===== src/rtl/neurram_reg_pkg.sv =====
// Shared definitions for the register-chain scheduler: requester indices,
// FSM state encoding and counter-sizing helpers.
package neurram_reg_pkg;

  localparam int NREQ  = 4;
  localparam int PTR_W = $clog2(NREQ);

  // Fixed requester order
  localparam int REQ_SPI  = 0;
  localparam int REQ_RAND = 1;
  localparam int REQ_NRD0 = 2;
  localparam int REQ_NRD1 = 3;

  typedef enum logic [2:0] {
    ST_IDLE   = 3'd0,
    ST_ISSUE  = 3'd1,
    ST_WAIT_S = 3'd2,
    ST_WAIT_D = 3'd3,
    ST_WAIT_F = 3'd4,
    ST_DONE   = 3'd5,
    ST_GAP    = 3'd6
  } state_e;

  function automatic int max3(input int a, input int b, input int c);
    int m;
    m = (a > b) ? a : b;
    return (m > c) ? m : c;
  endfunction

  // Bits needed to hold values 0..maxval inclusive
  function automatic int cnt_width(input int maxval);
    return (maxval < 1) ? 1 : $clog2(maxval + 1);
  endfunction

endpackage


===== src/rtl/neurram_rr_arbiter.sv =====
// Combinational 4-way round-robin arbiter: scans req starting at rr_ptr and
// returns the first asserted requester as a one-hot grant plus its index.
module neurram_rr_arbiter
  import neurram_reg_pkg::*;
(
  input  logic [NREQ-1:0]  req,
  input  logic [PTR_W-1:0] rr_ptr,
  output logic [NREQ-1:0]  winner,
  output logic [PTR_W-1:0] winner_idx,
  output logic             valid
);

  logic [PTR_W-1:0] idx;

  // First requester at or after rr_ptr (wrapping) wins
  always_comb begin
    // NOTE: every output gets a value before any branch so no latch is inferred.
    winner     = '0;
    winner_idx = '0;
    valid      = 1'b0;
    idx        = '0;
    for (int off = 0; off < NREQ; off++) begin
      idx = rr_ptr + PTR_W'(off);
      if (!valid && req[idx]) begin
        valid      = 1'b1;
        winner_idx = idx;
        winner     = NREQ'(1) << idx;
      end
    end
  end

endmodule


===== src/rtl/neurram_reg_sched.sv =====
// Register-chain scheduler: arbitrates SPI shift, random access and the two
// neuron reads onto the shared chain clock controller, one op at a time,
// tracks completion and enforces an inter-op gap.
// Optional SPI start/finish timeout: define NEURRAM_REG_SCHED_TIMEOUT_EN.
module neurram_reg_sched
  import neurram_reg_pkg::*;
#(
  parameter int GAP_CYC   = 4,
  parameter int PULSE_CYC = 2,
  parameter int TO_CYC    = 4096
) (
  input  logic            clk,
  input  logic            rst_n,
  input  logic [NREQ-1:0] req,
  output logic [NREQ-1:0] ack,
  output logic [NREQ-1:0] grant,
  output logic            spi_trigger,
  output logic            rand_access_trigger,
  output logic [1:0]      neuron_read_trigger,
  input  logic            state_spi_idle,
  output logic            busy,
  output logic            timeout
);

  localparam int CNT_W = cnt_width(max3(GAP_CYC, PULSE_CYC, TO_CYC));

  state_e           state_q, state_d;
  logic [PTR_W-1:0] rr_ptr_q, rr_ptr_d;
  logic [NREQ-1:0]  grant_q, grant_d;
  logic [NREQ-1:0]  ack_q, ack_d;
  logic [NREQ-1:0]  trig_q, trig_d;
  logic [CNT_W-1:0] cnt_q, cnt_d;

  logic [NREQ-1:0]  arb_grant;
  logic [PTR_W-1:0] arb_idx;
  logic             arb_valid;
  logic             to_hit;

  neurram_rr_arbiter u_arb (
    .req        (req),
    .rr_ptr     (rr_ptr_q),
    .winner     (arb_grant),
    .winner_idx (arb_idx),
    .valid      (arb_valid)
  );

  // Next-state, grant/ack/trigger and op/gap counter logic
  always_comb begin
    state_d  = state_q;
    rr_ptr_d = rr_ptr_q;
    grant_d  = grant_q;
    ack_d    = '0;
    trig_d   = '0;
    cnt_d    = cnt_q;
    case (state_q)
      ST_IDLE: begin
        if (arb_valid) begin
          grant_d  = arb_grant;
          rr_ptr_d = arb_idx + PTR_W'(1);
          state_d  = ST_ISSUE;
        end
      end
      ST_ISSUE: begin
        // Trigger is registered, so it pulses on the cycle after ISSUE
        trig_d = grant_q;
        if (grant_q[REQ_SPI]) begin
          state_d = ST_WAIT_S;
        end else begin
          cnt_d   = CNT_W'(PULSE_CYC);
          state_d = ST_WAIT_F;
        end
      end
      ST_WAIT_S: begin
        if (!state_spi_idle) begin
          state_d = ST_WAIT_D;
        end else if (to_hit) begin
          ack_d   = grant_q;
          grant_d = '0;
          cnt_d   = CNT_W'(GAP_CYC);
          state_d = ST_GAP;
        end
      end
      ST_WAIT_D: begin
        if (state_spi_idle) begin
          ack_d   = grant_q;
          state_d = ST_DONE;
        end else if (to_hit) begin
          ack_d   = grant_q;
          grant_d = '0;
          cnt_d   = CNT_W'(GAP_CYC);
          state_d = ST_GAP;
        end
      end
      ST_WAIT_F: begin
        if (cnt_q <= CNT_W'(1)) begin
          ack_d   = grant_q;
          state_d = ST_DONE;
        end else begin
          cnt_d = cnt_q - CNT_W'(1);
        end
      end
      ST_DONE: begin
        grant_d = '0;
        cnt_d   = CNT_W'(GAP_CYC);
        state_d = ST_GAP;
      end
      ST_GAP: begin
        if (cnt_q <= CNT_W'(1)) begin
          cnt_d   = '0;
          state_d = ST_IDLE;
        end else begin
          cnt_d = cnt_q - CNT_W'(1);
        end
      end
      default: begin
        grant_d = '0;
        cnt_d   = '0;
        state_d = ST_IDLE;
      end
    endcase
  end

  // State and output registers; reset abandons any in-flight op silently
  always_ff @(posedge clk or negedge rst_n) begin
    if (!rst_n) begin
      state_q  <= ST_IDLE;
      rr_ptr_q <= '0;
      grant_q  <= '0;
      ack_q    <= '0;
      trig_q   <= '0;
      cnt_q    <= '0;
    end else begin
      // NOTE: non-blocking assignments so every flop samples pre-edge values.
      state_q  <= state_d;
      rr_ptr_q <= rr_ptr_d;
      grant_q  <= grant_d;
      ack_q    <= ack_d;
      trig_q   <= trig_d;
      cnt_q    <= cnt_d;
    end
  end

`ifdef NEURRAM_REG_SCHED_TIMEOUT_EN
  logic [CNT_W-1:0] to_cnt_q, to_cnt_d;
  logic             timeout_q, timeout_d;

  assign to_hit = ((state_q == ST_WAIT_S) || (state_q == ST_WAIT_D)) &&
                  (to_cnt_q == CNT_W'(TO_CYC));

  // Timeout counter reloads on entry to each SPI wait state; flag is sticky
  always_comb begin
    to_cnt_d  = '0;
    timeout_d = timeout_q | (to_hit && (state_d == ST_GAP));
    if ((state_d == ST_WAIT_S) || (state_d == ST_WAIT_D)) begin
      if (state_d != state_q) begin
        to_cnt_d = CNT_W'(1);
      end else begin
        to_cnt_d = to_cnt_q + CNT_W'(1);
      end
    end
  end

  // Timeout counter and sticky flag registers
  always_ff @(posedge clk or negedge rst_n) begin
    if (!rst_n) begin
      to_cnt_q  <= '0;
      timeout_q <= 1'b0;
    end else begin
      to_cnt_q  <= to_cnt_d;
      timeout_q <= timeout_d;
    end
  end

  assign timeout = timeout_q;
`else
  assign to_hit  = 1'b0;
  assign timeout = 1'b0;
`endif

  assign ack                 = ack_q;
  assign grant               = grant_q;
  assign spi_trigger         = trig_q[REQ_SPI];
  assign rand_access_trigger = trig_q[REQ_RAND];
  assign neuron_read_trigger = trig_q[REQ_NRD1:REQ_NRD0];
  assign busy                = (state_q != ST_IDLE);

endmodule


===== config.mk =====
export PLATFORM = sky130hd
export DESIGN_NAME = neurram_reg_sched
export DESIGN_NICKNAME = d
export VERILOG_FILES = /design/src/rtl/neurram_reg_pkg.sv /design/src/rtl/neurram_rr_arbiter.sv /design/src/rtl/neurram_reg_sched.sv
export SDC_FILE = /design/constraint.sdc
export NUM_CORES = 1
export LEC_CHECK = 0
export CAP_MARGIN = 40
export CELL_PAD_IN_SITES_DETAIL_PLACEMENT = 2
export CELL_PAD_IN_SITES_GLOBAL_PLACEMENT = 2
export CORE_MARGIN = 5
export CORE_UTILIZATION = 35
export CTS_CLUSTER_SIZE = 12
export DETAILED_ROUTE_END_ITERATION = 12
export PLACE_DENSITY_LB_ADDON = 0.1
export SYNTH_ARGS = -nofsm -noshare
export SYNTH_HDL_FRONTEND = slang
export SYNTH_SLANG_ARGS = --single-unit

===== constraint.sdc =====
create_clock -name clk -period 7.15 [get_ports clk]
set_input_delay 1.43 -clock clk [delete_from_list [all_inputs] [get_ports clk]]
set_output_delay 1.43 -clock clk [all_outputs]
set_load 0.01 [all_outputs]

==> flow_metrics.py <==
metrics = {
    "outcome": {
        "outcome": "finished clean",
    },
    "logic_synthesis": {
        "ys_async_sr_fraction_pct": 100,
        "netlist_instances": 196,
        "ys_ff_latch": 30,
        "ys_warn_count": 0,
        "synth_edf_count": 0,
        "syn_area_um2": 1970,
        "synth-main-ff-cell": "dfrtp_1",
        "syn_nets": 213,
        "postSynthAreaPerCell_um2": 10.0,
        "yosysTopAreaCell": "dfrtp_1",
        "synth.top_cell.area_share_pct": 38.2,
        "synth_cell_type_count": 53,
        "ys_seq_area_share_pct": 38.2,
        "synthTopCellsByArea": "dfrtp_1 (38%), ha_1 (6.4%), nor2_1 (3.4%)",
    },
    "floorplanning": {
        "ios": 21,
        "die-area_um2": 7220,
        "die_y_um": 85.0,
        "num_rows": 27,
        "die_width_um": 85.0,
        "core_area_um2": 5470,
        "initial_utilization_pct": 35.9,
    },
    "worst_setup_path": {
        "crit_buf_inv": 1,
        "crit_cells": 6,
        "crit_family": "compound AO/OA/AOI/OAI gates",
        "cp-end-kind": "register",
        "cp_max_fo": 11,
        "required_ps": 7320,
        "crit_arrival_ps": 3420,
        "cpMaxStageDelayCell": "clkdlybuf4s50_1",
        "slowest_delay_ps": 600,
        "cp-start-kind": "input pin",
        "path_cells": "clkdlybuf4s50_1, mux4_2, nor2b_4, a221oi_1, o31ai_1, a22o_1",
        "path_class": "in -> reg",
        "r2r.worst_path.cells": 6,
    },
    "place": {
        "place_congestion": 0.886,
        "hpwl_um": 3860,
        "dp.cells": 280,
        "io_buffers": 19,
        "preCtsSetupSlack_ps": 3640,
    },
    "power_and_ir_drop": {
        "ir_drop_mv": 0.145,
        "power_density_nw_per_um2": 434,
        "fin_total_pwr_mw": 1.00,
        "total_leakage_power_nw": 0.935,
    },
    "layout": {
        "seq_area_um2": 751,
        "layout.nets": 232,
        "area_delta_synth_final_pct": 17.8,
        "fillers": 594,
        "multi_input_area_um2": 1130,
        "instances_no_fill": 288,
        "drive_gt1_share_pct": 13.0,
        "diodes": 0,
        "postLayoutCoreUtil_pct": 42.3,
    },
    "sta": {
        "fin_crit_ps": 3250,
        "setup_viol": 0,
        "final_max_slew_viol_count": 0,
        "final-hold-violation-count": 0,
        "rsz0062_at_grt": "no",
        "max_freq_mhz": 308,
        "tns_ps": 0,
        "finalCritPeriodShare_pct": 45.5,
        "clock_skew_ps": 6.93,
        "relSlewSlack_pct": 55.8,
        "tightest_slew_ps": 662,
        "layout_setup_ws_ps": 3900,
    },
    "min_path": {
        "min_path_type": "reg -> reg",
        "hold_depth": 1,
    },
    "clock_network": {
        "cts_max_level": 2,
        "cts_resized": 0,
        "path_clk_slew_ps": 60,
        "cts_tree": "built",
        "clock_path_buffers": 2,
        "root_buffer": "clkbuf_8",
        "cts_hold_buf": 0,
        "postCtsSetupBuffers": 0,
        "cts_sinks": 30,
        "clk_latency_ps": 280,
        "cts_inserted_buffers": 5,
    },
    "drt": {
        "drt-wirelength-per-cell_um": 17.5,
        "postRouteAntennaNets": 0,
        "drt_iter0_markers": 72,
        "drt_first_pass_iters": 3,
        "vias_per_cell": 5.53,
        "drc": 0,
        "wl_um": 5030,
        "vias": 1592,
    },
    "global_routing": {
        "grt_pass1_vias": 1700,
        "grt_pass1_wl_um": 8830,
        "grt_start_max_net_pins": 31,
        "antenna_found_initial": 0,
        "gr-total-overflow": 0,
        "track_usage_pct": 15.0,
    },
    "job": {
        "max_cap_violations": 0,
    },
}
sequential cells by signal (all words and copies together) (netlist names):
| register | cells |
|---|---|
| cnt_q | 13 |
| ack | 4 |
| grant | 4 |
| trig_q | 4 |
| state_q | 3 |
| rr_ptr_q | 2 |
synthesized netlist by cell type (5+ instances only):
cell type / count
o31ai_1: 6
o211ai_1: 5
nand2_1: 8
nor2_1: 18
ha_1: 10
nand3_1: 8
xnor2_1: 6
xor2_1: 5
nor2b_1: 9
inv_1: 9
dfrtp_1: 30
o21ai_0: 10
cell usage in the layout (no fill, tap or decap), drive strengths merged, types with 2 or more instances in the layout:
cell type,synthesis,routed
dfrtp,30,30
nor2,20,20
clkdlybuf4s50,0,19
o21ai,15,15
ha,10,10
inv,10,10
nor2b,10,10
nand2,9,9
nand3,8,8
o31ai,7,7
xnor2,6,6
o211ai,6,6
xor2,5,5
clkbuf,2,5
nor3,5,5
nor4,5,5
a21oi,4,4
a221oi,4,4
a22o,4,4
and2,3,3
mux4,3,3
or4,2,2
and3b,2,2
nor3b,2,2
a31oi,2,2
mux2i,2,2
clkinv,0,2
nand4,2,2
metrics by stage:
step | instance area, um^2 | hold WS, ps
2_1_floorplan | 1970 | 449
3_3_place_gp | 2210 | 477
3_5_place_dp | 2210 | 492
4_1_cts | 2320 | 500
5_1_grt | 2320 | 519
6_report | 2320 | 500
power breakdown:
group	total (mW)	switching, mW	internal [mW]
logic	0.511	0.289	0.222
clock network	0.167	0.0646	0.102
registers	0.327	0.105	0.221
total	1.00	0.459	0.546
cell type report:
cell class              count  area share (%)
multi-input cells         148            48.9
flip-flops and latches     30            32.4
repair buffers             20            8.53
well taps                  72            3.89
clock buffers               5            2.97
clock inverters             3            1.73
inverters                  10            1.62
worst register-to-register path: cells and delay by family, from the launching register on:
family / cells / cell delay, ps
AO/OA/AOI/OAI: 3 / 760
adder cells (fa/ha/maj): 1 / 500
buffers and inverters: 1 / 260
flip-flops: 1 / 770
multiplexers: 1 / 640
metal layers:
metal,vias to the layer above,track usage [%],part of all wire (%)
li1,753,-,-
met1,814,19.4,44
met2,18,25.9,52
met3,7,2.52,1.9
met4,0,3.88,1.4
met5,-,0,0
path summary, 6_finish.rpt:
| check | start | end | slack (ps) |
|---|---|---|---|
| hold / removal | cnt_q[10]$_DFFE_PN0P_ | cnt_q[10]$_DFFE_PN0P_ | 500 |
| max in group asynchronous | rst_n | cnt_q[12]$_DFFE_PN0P_ | 5320 |
| min in group asynchronous | rst_n | trig_q[2]$_DFF_PN0_ | 1540 |
| setup / recovery | req[3] | grant[1]$_DFFE_PN0P_ | 3900 |
| setup reg to reg | rr_ptr_q[0]$_DFFE_PN0P_ | grant[1]$_DFFE_PN0P_ | 4110 |
| hold reg to reg | cnt_q[10]$_DFFE_PN0P_ | cnt_q[10]$_DFFE_PN0P_ | 500 |
cells by family after synthesis:
group                      after synthesis  share of synthesized area [%]
and+or+nand+nor                         72                           22.1
AOI/OAI and AO/OA                       49                           19.5
DFF                                     30                           38.2
buffers and inverters                   18                           4.26
xor gates and xnor gates                11                           4.90
adders and majority gates               10                           6.36
muxes                                    5                           4.45
other                                    1                          0.191
No activity file was read; power rests on OpenSTA's default activity.
